### src/rtl/ras_if.sv
// Return-address-stack bus: push/pop/rollback requests, ra tracking and status.
// master drives requests and reads status; slave is the stack itself.
interface ras_if #(
    parameter int WIDTH = 32
);
    logic             PL_stall;
    logic             RAS_push;
    logic [WIDTH-1:0] RAS_push_data;
    logic             RAS_pop;
    logic             RAS_rollback_pop_id;
    logic             RAS_rollback_push_id;
    logic             RAS_rollback_push_ex;
    logic             WR_ra_track_en;
    logic [4:0]       WR_ra_track_data;
    logic [WIDTH-1:0] RAS_top;
    logic             RAS_empty;
    logic             RAS_full;
    logic [4:0]       RAS_ra_track;

    modport master (
        output PL_stall, RAS_push, RAS_push_data, RAS_pop,
        output RAS_rollback_pop_id, RAS_rollback_push_id,
        output RAS_rollback_push_ex,
        output WR_ra_track_en, WR_ra_track_data,
        input  RAS_top, RAS_empty, RAS_full, RAS_ra_track
    );

    modport slave (
        input  PL_stall, RAS_push, RAS_push_data, RAS_pop,
        input  RAS_rollback_pop_id, RAS_rollback_push_id,
        input  RAS_rollback_push_ex,
        input  WR_ra_track_en, WR_ra_track_data,
        output RAS_top, RAS_empty, RAS_full, RAS_ra_track
    );
endinterface

### src/rtl/ras.sv
// Return address stack: circular buffer with overwrite-on-full, pop history
// for ID/EX rollback, and an ra-tracking register. Ports: clk, rst, bus (slave).
module ras #(
    parameter int DEPTH = 8,
    parameter int WIDTH = 32
) (
    input  logic   clk,
    input  logic   rst,
    ras_if.slave   bus
);
    localparam int AW = $clog2(DEPTH);
    localparam int CW = $clog2(DEPTH + 1);
    localparam logic [CW-1:0] FULL_CNT = CW'(DEPTH);

    logic [WIDTH-1:0] mem [DEPTH];
    logic [AW-1:0]    tp, tp_n;
    logic [CW-1:0]    cnt, cnt_n;
    logic [WIDTH-1:0] hist_id, hist_ex;
    logic [4:0]       ra_track;
    logic [WIDTH-1:0] top;

    logic             wr0_en, wr1_en;
    logic [AW-1:0]    wr0_idx, wr1_idx;
    logic [WIDTH-1:0] wr0_data, wr1_data;
    logic             rollback;

    assign top      = (cnt == '0) ? '0 : mem[tp];
    assign rollback = bus.RAS_rollback_pop_id | bus.RAS_rollback_push_id |
                      bus.RAS_rollback_push_ex;

    // Rollback steps run youngest-first on tp_n/cnt_n, so each step sees
    // the pointer left by the previous one.
    always_comb begin
        tp_n     = tp;
        cnt_n    = cnt;
        wr0_en   = 1'b0;
        wr0_idx  = tp;
        wr0_data = '0;
        wr1_en   = 1'b0;
        wr1_idx  = tp;
        wr1_data = '0;
        if (rollback) begin
            if (bus.RAS_rollback_pop_id && bus.RAS_rollback_push_id) begin
                // undo of a same-cycle push+pop: restore the overwritten slot
                wr0_en   = 1'b1;
                wr0_idx  = tp;
                wr0_data = hist_id;
            end else begin
                if (bus.RAS_rollback_pop_id && cnt != '0) begin
                    tp_n  = tp - 1'b1;
                    cnt_n = cnt - 1'b1;
                end
                if (bus.RAS_rollback_push_id) begin
                    tp_n     = tp_n + 1'b1;
                    wr0_en   = 1'b1;
                    wr0_idx  = tp_n;
                    wr0_data = hist_id;
                    if (cnt_n != FULL_CNT) cnt_n = cnt_n + 1'b1;
                end
            end
            if (bus.RAS_rollback_push_ex) begin
                tp_n     = tp_n + 1'b1;
                wr1_en   = 1'b1;
                wr1_idx  = tp_n;
                wr1_data = hist_ex;
                if (cnt_n != FULL_CNT) cnt_n = cnt_n + 1'b1;
            end
        end else if (bus.RAS_push && bus.RAS_pop && cnt != '0) begin
            wr0_en   = 1'b1;
            wr0_idx  = tp;
            wr0_data = bus.RAS_push_data;
        end else if (bus.RAS_push) begin
            tp_n     = tp + 1'b1;
            wr0_en   = 1'b1;
            wr0_idx  = tp_n;
            wr0_data = bus.RAS_push_data;
            if (cnt != FULL_CNT) cnt_n = cnt + 1'b1;
        end else if (bus.RAS_pop && cnt != '0) begin
            tp_n  = tp - 1'b1;
            cnt_n = cnt - 1'b1;
        end
    end

    always_ff @(posedge clk or posedge rst) begin
        if (rst) begin
            tp       <= '0;
            cnt      <= '0;
            hist_id  <= '0;
            hist_ex  <= '0;
            ra_track <= 5'd1;
            for (int i = 0; i < DEPTH; i++) mem[i] <= '0;
        end else begin
            tp  <= tp_n;
            cnt <= cnt_n;
            if (wr0_en) mem[wr0_idx] <= wr0_data;
            if (wr1_en) mem[wr1_idx] <= wr1_data;
            if (!bus.PL_stall) begin
                hist_id <= bus.RAS_pop ? top : '0;
                hist_ex <= hist_id;
            end
            if (bus.WR_ra_track_en) ra_track <= bus.WR_ra_track_data;
        end
    end

    assign bus.RAS_top      = top;
    assign bus.RAS_empty    = (cnt == '0);
    assign bus.RAS_full     = (cnt == FULL_CNT);
    assign bus.RAS_ra_track = ra_track;
endmodule

### src/flat_wrapper.sv
// flat-port wrapper written by rule: the top's interface ports become plain ports
module ras_flat 
#(
    parameter int DEPTH = 8,
    parameter int WIDTH = 32
)
  (clk, rst, bus_PL_stall, bus_RAS_push, bus_RAS_push_data, bus_RAS_pop, bus_RAS_rollback_pop_id, bus_RAS_rollback_push_id, bus_RAS_rollback_push_ex, bus_WR_ra_track_en, bus_WR_ra_track_data, bus_RAS_top, bus_RAS_empty, bus_RAS_full, bus_RAS_ra_track);
  ras_if #(.WIDTH(WIDTH)) bus_i ();
  input  logic clk;
  input  logic rst;
  input wire logic [$bits(bus_i.PL_stall)-1:0] bus_PL_stall;
  input wire logic [$bits(bus_i.RAS_push)-1:0] bus_RAS_push;
  input wire logic [$bits(bus_i.RAS_push_data)-1:0] bus_RAS_push_data;
  input wire logic [$bits(bus_i.RAS_pop)-1:0] bus_RAS_pop;
  input wire logic [$bits(bus_i.RAS_rollback_pop_id)-1:0] bus_RAS_rollback_pop_id;
  input wire logic [$bits(bus_i.RAS_rollback_push_id)-1:0] bus_RAS_rollback_push_id;
  input wire logic [$bits(bus_i.RAS_rollback_push_ex)-1:0] bus_RAS_rollback_push_ex;
  input wire logic [$bits(bus_i.WR_ra_track_en)-1:0] bus_WR_ra_track_en;
  input wire logic [$bits(bus_i.WR_ra_track_data)-1:0] bus_WR_ra_track_data;
  output wire logic [$bits(bus_i.RAS_top)-1:0] bus_RAS_top;
  output wire logic [$bits(bus_i.RAS_empty)-1:0] bus_RAS_empty;
  output wire logic [$bits(bus_i.RAS_full)-1:0] bus_RAS_full;
  output wire logic [$bits(bus_i.RAS_ra_track)-1:0] bus_RAS_ra_track;
  assign bus_i.PL_stall = bus_PL_stall;
  assign bus_i.RAS_push = bus_RAS_push;
  assign bus_i.RAS_push_data = bus_RAS_push_data;
  assign bus_i.RAS_pop = bus_RAS_pop;
  assign bus_i.RAS_rollback_pop_id = bus_RAS_rollback_pop_id;
  assign bus_i.RAS_rollback_push_id = bus_RAS_rollback_push_id;
  assign bus_i.RAS_rollback_push_ex = bus_RAS_rollback_push_ex;
  assign bus_i.WR_ra_track_en = bus_WR_ra_track_en;
  assign bus_i.WR_ra_track_data = bus_WR_ra_track_data;
  assign bus_RAS_top = bus_i.RAS_top;
  assign bus_RAS_empty = bus_i.RAS_empty;
  assign bus_RAS_full = bus_i.RAS_full;
  assign bus_RAS_ra_track = bus_i.RAS_ra_track;
  ras #(.DEPTH(DEPTH), .WIDTH(WIDTH)) u_core (.clk(clk), .rst(rst), .bus(bus_i));
endmodule
### config.mk
export PLATFORM = sky130hd
export DESIGN_NAME = ras_flat
export DESIGN_NICKNAME = d
export VERILOG_FILES = /design/src/rtl/ras_if.sv /design/src/rtl/ras.sv /design/src/flat_wrapper.sv
export SDC_FILE = /design/constraint.sdc
export NUM_CORES = 1
export LEC_CHECK = 0
export ABC_AREA = 1
export CAP_MARGIN = 20
export CORE_MARGIN = 1.5
export CORE_UTILIZATION = 61
export CTS_CLUSTER_DIAMETER = 100
export DETAILED_ROUTE_END_ITERATION = 10
export GPL_ROUTABILITY_DRIVEN = 0
export PLACE_DENSITY = 0.8
export SLEW_MARGIN = 15
export SYNTH_ARGS = -nofsm -noshare
export SYNTH_HDL_FRONTEND = slang
export SYNTH_SLANG_ARGS = --single-unit
### constraint.sdc
create_clock -name clk -period 13.07 [get_ports clk]
set_input_delay 2.614 -clock clk [delete_from_list [all_inputs] [get_ports clk]]
set_output_delay 2.614 -clock clk [all_outputs]
set_load 0.02 [all_outputs]
# Word level (Yosys, flattened, before mapping)
# Index checks and enable logic that the tools add are counted.
[classes] magnitude_cmp=5 n_reduce_logical=12 n_bitwise=5 n_mux=59 n_eq_ne=6 add_sub_neg=8
[ops] cell="bitwise mux 256 bit" n=2
[ops] cell="2-to-1 mux 256 bit" n=2
[ops] cell="2-to-1 mux 32 bit" n=13
[ops] cell="demux 32 bit (select 3 bit)" n=2
[ops] cell="binary-select mux 32 bit (select 3 bit)" n=1
[ops] cell="2-to-1 mux 4 bit" n=14
[ops] cell="2-to-1 mux 3 bit" n=18
[ops] cell="adder 4 x 1 -> 4 bit (second input constant)" n=3
[ops] cell=">= comparator 4 bit (second input constant)" n=3
[ops] cell="inequality test 4 bit (second input constant)" n=3
[ops] cell="inverter 3 -> 4 bit" n=3
[ops] cell="adder 3 x 1 -> 3 bit (second input constant)" n=3
[ops] cell="< comparator 4 x 1 -> 1 bit (second input constant)" n=2
[ops] cell="logical AND 1 bit" n=7
[ops] cell="2-to-1 mux 1 bit" n=7
[ops] cell="equality test 4 bit (second input constant)" n=1
[ops] cell="logical NOT 4 bit" n=1
[ops] cell="nonzero test 4 bit" n=1
[ops] cell="subtractor 4 x 1 -> 4 bit (second input constant)" n=1
[ops] cell="inequality test 3 x 1 -> 1 bit (second input constant)" n=1
[ops] cell="AND reduction 3 bit" n=1
[ops] cell="nonzero test 3 bit" n=1
[ops] cell="subtractor 3 x 1 -> 3 bit (second input constant)" n=1
[ops] cell="inequality test 2 x 1 -> 1 bit (second input constant)" n=1
[ops] cell="other kinds (2)" n=3
[word_totals] in_bits=46 out_inout_bits=39 word_cells=108 register_bits=332

# Logic depth before layout (Yosys ltp)
[depth] word_depth=19 mapped_depth=21 depth_no_buf=20

# Worst setup path after synthesis
# Ideal clock, no wire load.
[synth_timing] path_kind="input -> register" start="input bus_RAS_rollback_pop_id" end="register u_core.mem[245] in the netlist's numbering" required_time_ns=12.953 n_path_buf=3 stages=18 arrival_time_ns=5.191 setup_slack_ns=7.762 setup_time_ns=0.117 path_cell_list="buf_2 -> nand2_1 -> buf_4 -> o21ai_0 -> ha_1 -> or2_1 -> nand3_1 -> inv_1 -> ha_1 -> nand2_1 -> o21ai_0 -> inv_1 -> nand3_1 -> nor2_2 -> inv_1 -> clkbuf_1 -> nand2_1 -> nand2_1"
[synth_between] elab_chain_cells=18 word_cells_on_any_way=39 cone_classes="add/sub: 2; order compare: 4; mux: 25; bitwise: 4; reduce/logical: 4"
[synth_lines] element="start, declared" line="flat_wrapper.sv:15" text="input wire logic [$bits(bus_i.RAS_rollback_pop_id)-1:0] bus_RAS_rollback_pop_id;"
[synth_lines] element="logical AND 1 bit" line="ras.sv:49" text="if (bus.RAS_rollback_pop_id && cnt != '0) begin"
[synth_lines] element="2-to-1 mux 3 bit" line="ras.sv:49"
[synth_lines] element="2-to-1 mux 3 bit" line="ras.sv:43" text="if (bus.RAS_rollback_pop_id && bus.RAS_rollback_push_id) begin"
[synth_lines] element="2-to-1 mux 3 bit" line="ras.sv:42" text="if (rollback) begin"
[synth_lines] element="adder 3 x 1 -> 3 bit" line="ras.sv:54" text="tp_n = tp_n + 1'b1;"
[synth_lines] element="2-to-1 mux 3 bit" line="ras.sv:53" text="if (bus.RAS_rollback_push_id) begin"
[synth_lines] element="2-to-1 mux 3 bit" line="ras.sv:43"
[synth_lines] element="2-to-1 mux 3 bit" line="ras.sv:42"
[synth_lines] element="(+2 left out)"
[synth_lines] element="2-to-1 mux 3 bit" line="ras.sv:42"
[synth_lines] element="inverter 3 -> 4 bit (implied by the code)" line="ras.sv:96" text="if (wr1_en) mem[wr1_idx] <= wr1_data;"
[synth_lines] element=">= comparator 4 bit (implied by the code) / < comparator 4 x 1 -> 1 bit (equally long branches)" line="ras.sv:96"
[synth_lines] element="logical AND 1 bit (implied by the code)" line="ras.sv:96"
[synth_lines] element="2-to-1 mux 32 bit (implied by the code)" line="ras.sv:96"
[synth_lines] element="demux 32 bit (select 3 bit)" line="ras.sv:96"
[synth_lines] element="bitwise mux 256 bit" line="ras.sv:96"
[synth_lines] element="2-to-1 mux 256 bit *" line="ras.sv:96"
[synth_lines] element="end signal, assigned by index" line="ras.sv:95" text="if (wr0_en) mem[wr0_idx] <= wr0_data;"
[synth_lines] element="end signal, assigned by index" line="ras.sv:96"
[synth_lines] element="end, declared" line="ras.sv:15" text="logic [WIDTH-1:0] mem [DEPTH];"
# Every way passes the cells marked *; elsewhere a longest branch is shown, timed or not. The select of a mux whose other input is x is not followed.
# A chain may end at the register's enable or synchronous reset.

# Worst setup path after layout
[layout_timing] start="input bus_RAS_rollback_pop_id" end="register u_core.mem[242] in the netlist's numbering"
# Same word-level chain as after synthesis.

==> flow_summary.toml <==
[run_status]
outcome = "finished clean"

[worst_setup_path]
rrSetupSlack_ps = 6740
critPathCapture = "u_core.mem[242]$_DFF_PP0_"
rr_worst_depth = 18
regToRegStartpoint = "u_core.tp[1]$_DFFE_PP0P_"
worst-path-max-fanout = 33
end_kind = "flop"
cp-start-kind = "primary input"
arrival_ps = 7700
crit_start = "bus_RAS_rollback_pop_id"
required_ps = 13480
rr_endpoint = "u_core.mem[242]$_DFF_PP0_"
path_class = "in -> reg"

[logic_synthesis]
synthMuxAreaShare = 0.003086
ys.flop_type = "dfrtp_1"
synth_area_sq_um = 18250
yosys.area.top_type = "dfrtp_1"
synth_xor_area_frac = 0.003360
synth_top_family_by_area = "simple AND/OR/NAND/NOR gates"
yosys.cell_types.count = 36
ys_seq_elements = 332
synth_top_area_share = 0.4540
ys_top_cells_by_area = "dfrtp_1, nand2_1, o21ai_0"
synth_edf_count = 0
yosysSeqAreaShare = 0.4554
async_reset_ff_frac = 1.000
synth.yosys.warnings = 0
syn_avg_cell_area_sq_um = 7.153
synth_compound_area_frac = 0.2179
synthAdderAreaFrac = 0.006857
syn_nets = 2607
synthSimpleGateAreaFrac = 0.2376
syn_inst = 2551

[layout]
drive_above_1_share = 0.05049
instances_no_fill = 2945
antenna_cells = 0
fillers = 2519
nets = 2586
post-route-cell-area_sq_um = 20390
area_growth_pct = 11.76

[cts]
cts_sinks = 332
insertion_delay_ps = 530
hold_buffers = 0
postCtsSetupBuffers = 0
cts_resized = 0
cts_buffers = 37
clk_pin_slew_ps = 60
clockBufferDepth = 3
cts_tree = "built"
htreeDepth = 2
cts-root-buf = "clkbuf_16"

[timing]
fin_skew_ps = 16.33
fmax_mhz = 137.2
setup_viol = 0
drv_slew = 0
post-route-period-util = 0.5575
setup_slack_ps = 5783
tightest_slew_ps = 1053
relSlewSlack = 0.2970
tns_ps = 0
fin_crit_ps = 7287
finalHoldViolations = 0
holdWs_ps = 509.8
rsz0062_at_grt = "no"

[global_route]
grt_usage = 0.3559
grt_max_degree = 118
grt_overflow = 0
grtUsageMet1 = 0.4832
gr-max-usage-layer = "met2"
antenna_found_initial = 0
met2_usage = 0.5735
grt_pass1_vias = 16950
grt_use_met3 = 0.05211
grt_pass1_wl_mm = 87.51

[placement]
portBuffers = 84
postPlaceCellArea_sq_um = 19080
placedCellCount = 2877
dp_hpwl_mm = 30.99
detailedPlace.worstSlack_ps = 5425

[power]
p_per_area_nw_per_um2 = 244.2
p_leak_nw = 9.423
ir_drop_v = 0.0001713

[detailed_routing]
dr.pass1.iters = 8
drtIter0Drc = 2215
routed_wl_mm = 54.43
ant_nets = 0
vias = 17620
routedWlPerCell_um = 18.48
drc_errors = 0
viasPerCell = 5.982

[floorplanning]
ioPinCount = 85
die_x_um = 176.0
dieArea_sq_um = 30960
core_sq_um = 29560
start_util = 0.6173
fp.dieH_um = 176.0
fp-row-count = 63

[min_path]
holdCritPathClass = "reg -> reg"

[flow_run]
drv_cap = 0
synthesized netlist by cell type (10+ instances only):
| master | instances |
|---|---|
| nand2_1 | 913 |
| o21ai_0 | 590 |
| dfrtp_1 | 331 |
| inv_1 | 167 |
| nor2_1 | 150 |
| clkbuf_1 | 108 |
| o22ai_1 | 65 |
| buf_2 | 61 |
| o211ai_1 | 34 |
| o221ai_1 | 32 |
| nand3_1 | 24 |
| ha_1 | 10 |
report_power, final:
group	internal (W)	total [W]	leakage (nW)	switching (W)
Clock	0.000607	0.00103	0.598	0.000425
Combinational	0.000767	0.00220	4.40	0.00144
Sequential	0.00143	0.00174	4.43	0.000310
flip-flops by register name, summed over array words and instances, names as in the netlist:
signal,cells
u_core.bus.RAS_ra_track,5
u_core.tp,3
u_core.hist_ex,32
u_core.mem,256
u_core.cnt,4
u_core.hist_id,32
cell families (layout without fill, tap and decap cells):
logic type | after synthesis | in the layout
AOI/OAI and AO/OA | 734 | 734
xor gates and xnor gates | 7 | 7
adders and majority gates | 10 | 10
buffers and inverters | 346 | 350
DFF | 332 | 332
muxes | 5 | 5
and+or+nand+nor | 1117 | 1117
final cells by class:
class,count,area (sq um),share of cell area
Clock inverter,9,58.81,0.002884
Multi-Input combinational cell,1873,8587,0.4211
Timing Repair Buffer,116,1149,0.05633
Clock buffer,55,1146,0.05620
Inverter,170,648.1,0.03178
Tap cell,390,488.0,0.02393
Sequential cell,332,8315,0.4078
stage by stage:
| stage | total power (W) | util |
|---|---|---|
| 2_1_floorplan | 0.003167 | - |
| 3_3_place_gp | 0.003793 | 0.6455 |
| 3_5_place_dp | 0.003880 | 0.6455 |
| 4_1_cts | 0.004921 | 0.6862 |
| 5_1_grt | 0.005332 | 0.6899 |
| 6_report | 0.004979 | 0.6899 |
worst max-delay path, stage by stage:
cell             delay, ps
clkdlybuf4s50_1        680
nand2_1                310
o21ai_0                310
ha_1                   270
or2_1                  240
nand3_1                130
inv_1                   60
ha_1                   290
nand2_1                 80
o21ai_0                230
inv_1                  200
nand3_1                200
nor2_4                 740
clkinv_1               830
buf_16                 400
nand2_1                 70
nand2_1                 50
metal layers:
| metal | up-vias | part of all wire |
|---|---|---|
| met5 | - | 0 |
| met4 | 0 | 0.031 |
| met3 | 152 | 0.096 |
| met2 | 937 | 0.46 |
| met1 | 8242 | 0.41 |
| li1 | 8286 | - |
how the worst min path moves through the flow:
stage	to	start	cells past startpoint	slack (ps)
6_report	u_core.bus.RAS_ra_track[4]$_DFFE_PP0P_	u_core.bus.RAS_ra_track[4]$_DFFE_PP0P_	1	510
4_1_cts	u_core.bus.RAS_ra_track[4]$_DFFE_PP0P_	u_core.bus.RAS_ra_track[4]$_DFFE_PP0P_	1	510
3_5_place_dp	u_core.bus.RAS_ra_track[4]$_DFFE_PP0P_	u_core.bus.RAS_ra_track[4]$_DFFE_PP0P_	1	500
3_3_place_gp	u_core.bus.RAS_ra_track[4]$_DFFE_PP0P_	u_core.bus.RAS_ra_track[4]$_DFFE_PP0P_	1	490
2_1_floorplan	u_core.hist_ex[0]$_DFFE_PP0N_	u_core.hist_id[0]$_DFFE_PP0N_	2	500
5_1_grt	u_core.bus.RAS_ra_track[1]$_DFFE_PP0P_	u_core.bus.RAS_ra_track[1]$_DFFE_PP0P_	1	550
cells in the final DEF (no fill, tap or decap), types with 5 or more instances in the layout:
cell type | synthesis | layout
nand2_1 | 913 | 912
o21ai_0 | 590 | 590
dfrtp_1 | 331 | 328
inv_1 | 167 | 164
nor2_1 | 150 | 150
clkdlybuf4s50_1 | 0 | 83
o22ai_1 | 65 | 65
clkbuf_16 | 0 | 39
o211ai_1 | 34 | 34
o221ai_1 | 32 | 32
buf_4 | 2 | 28
nand3_1 | 24 | 24
clkbuf_8 | 0 | 11
ha_1 | 10 | 10
nand3_2 | 8 | 8
a21oi_1 | 7 | 7
mux2_2 | 5 | 5
clkinv_2 | 0 | 5
clkbuf_1 | 108 | 5
Power figures use the tool's default switching activity.
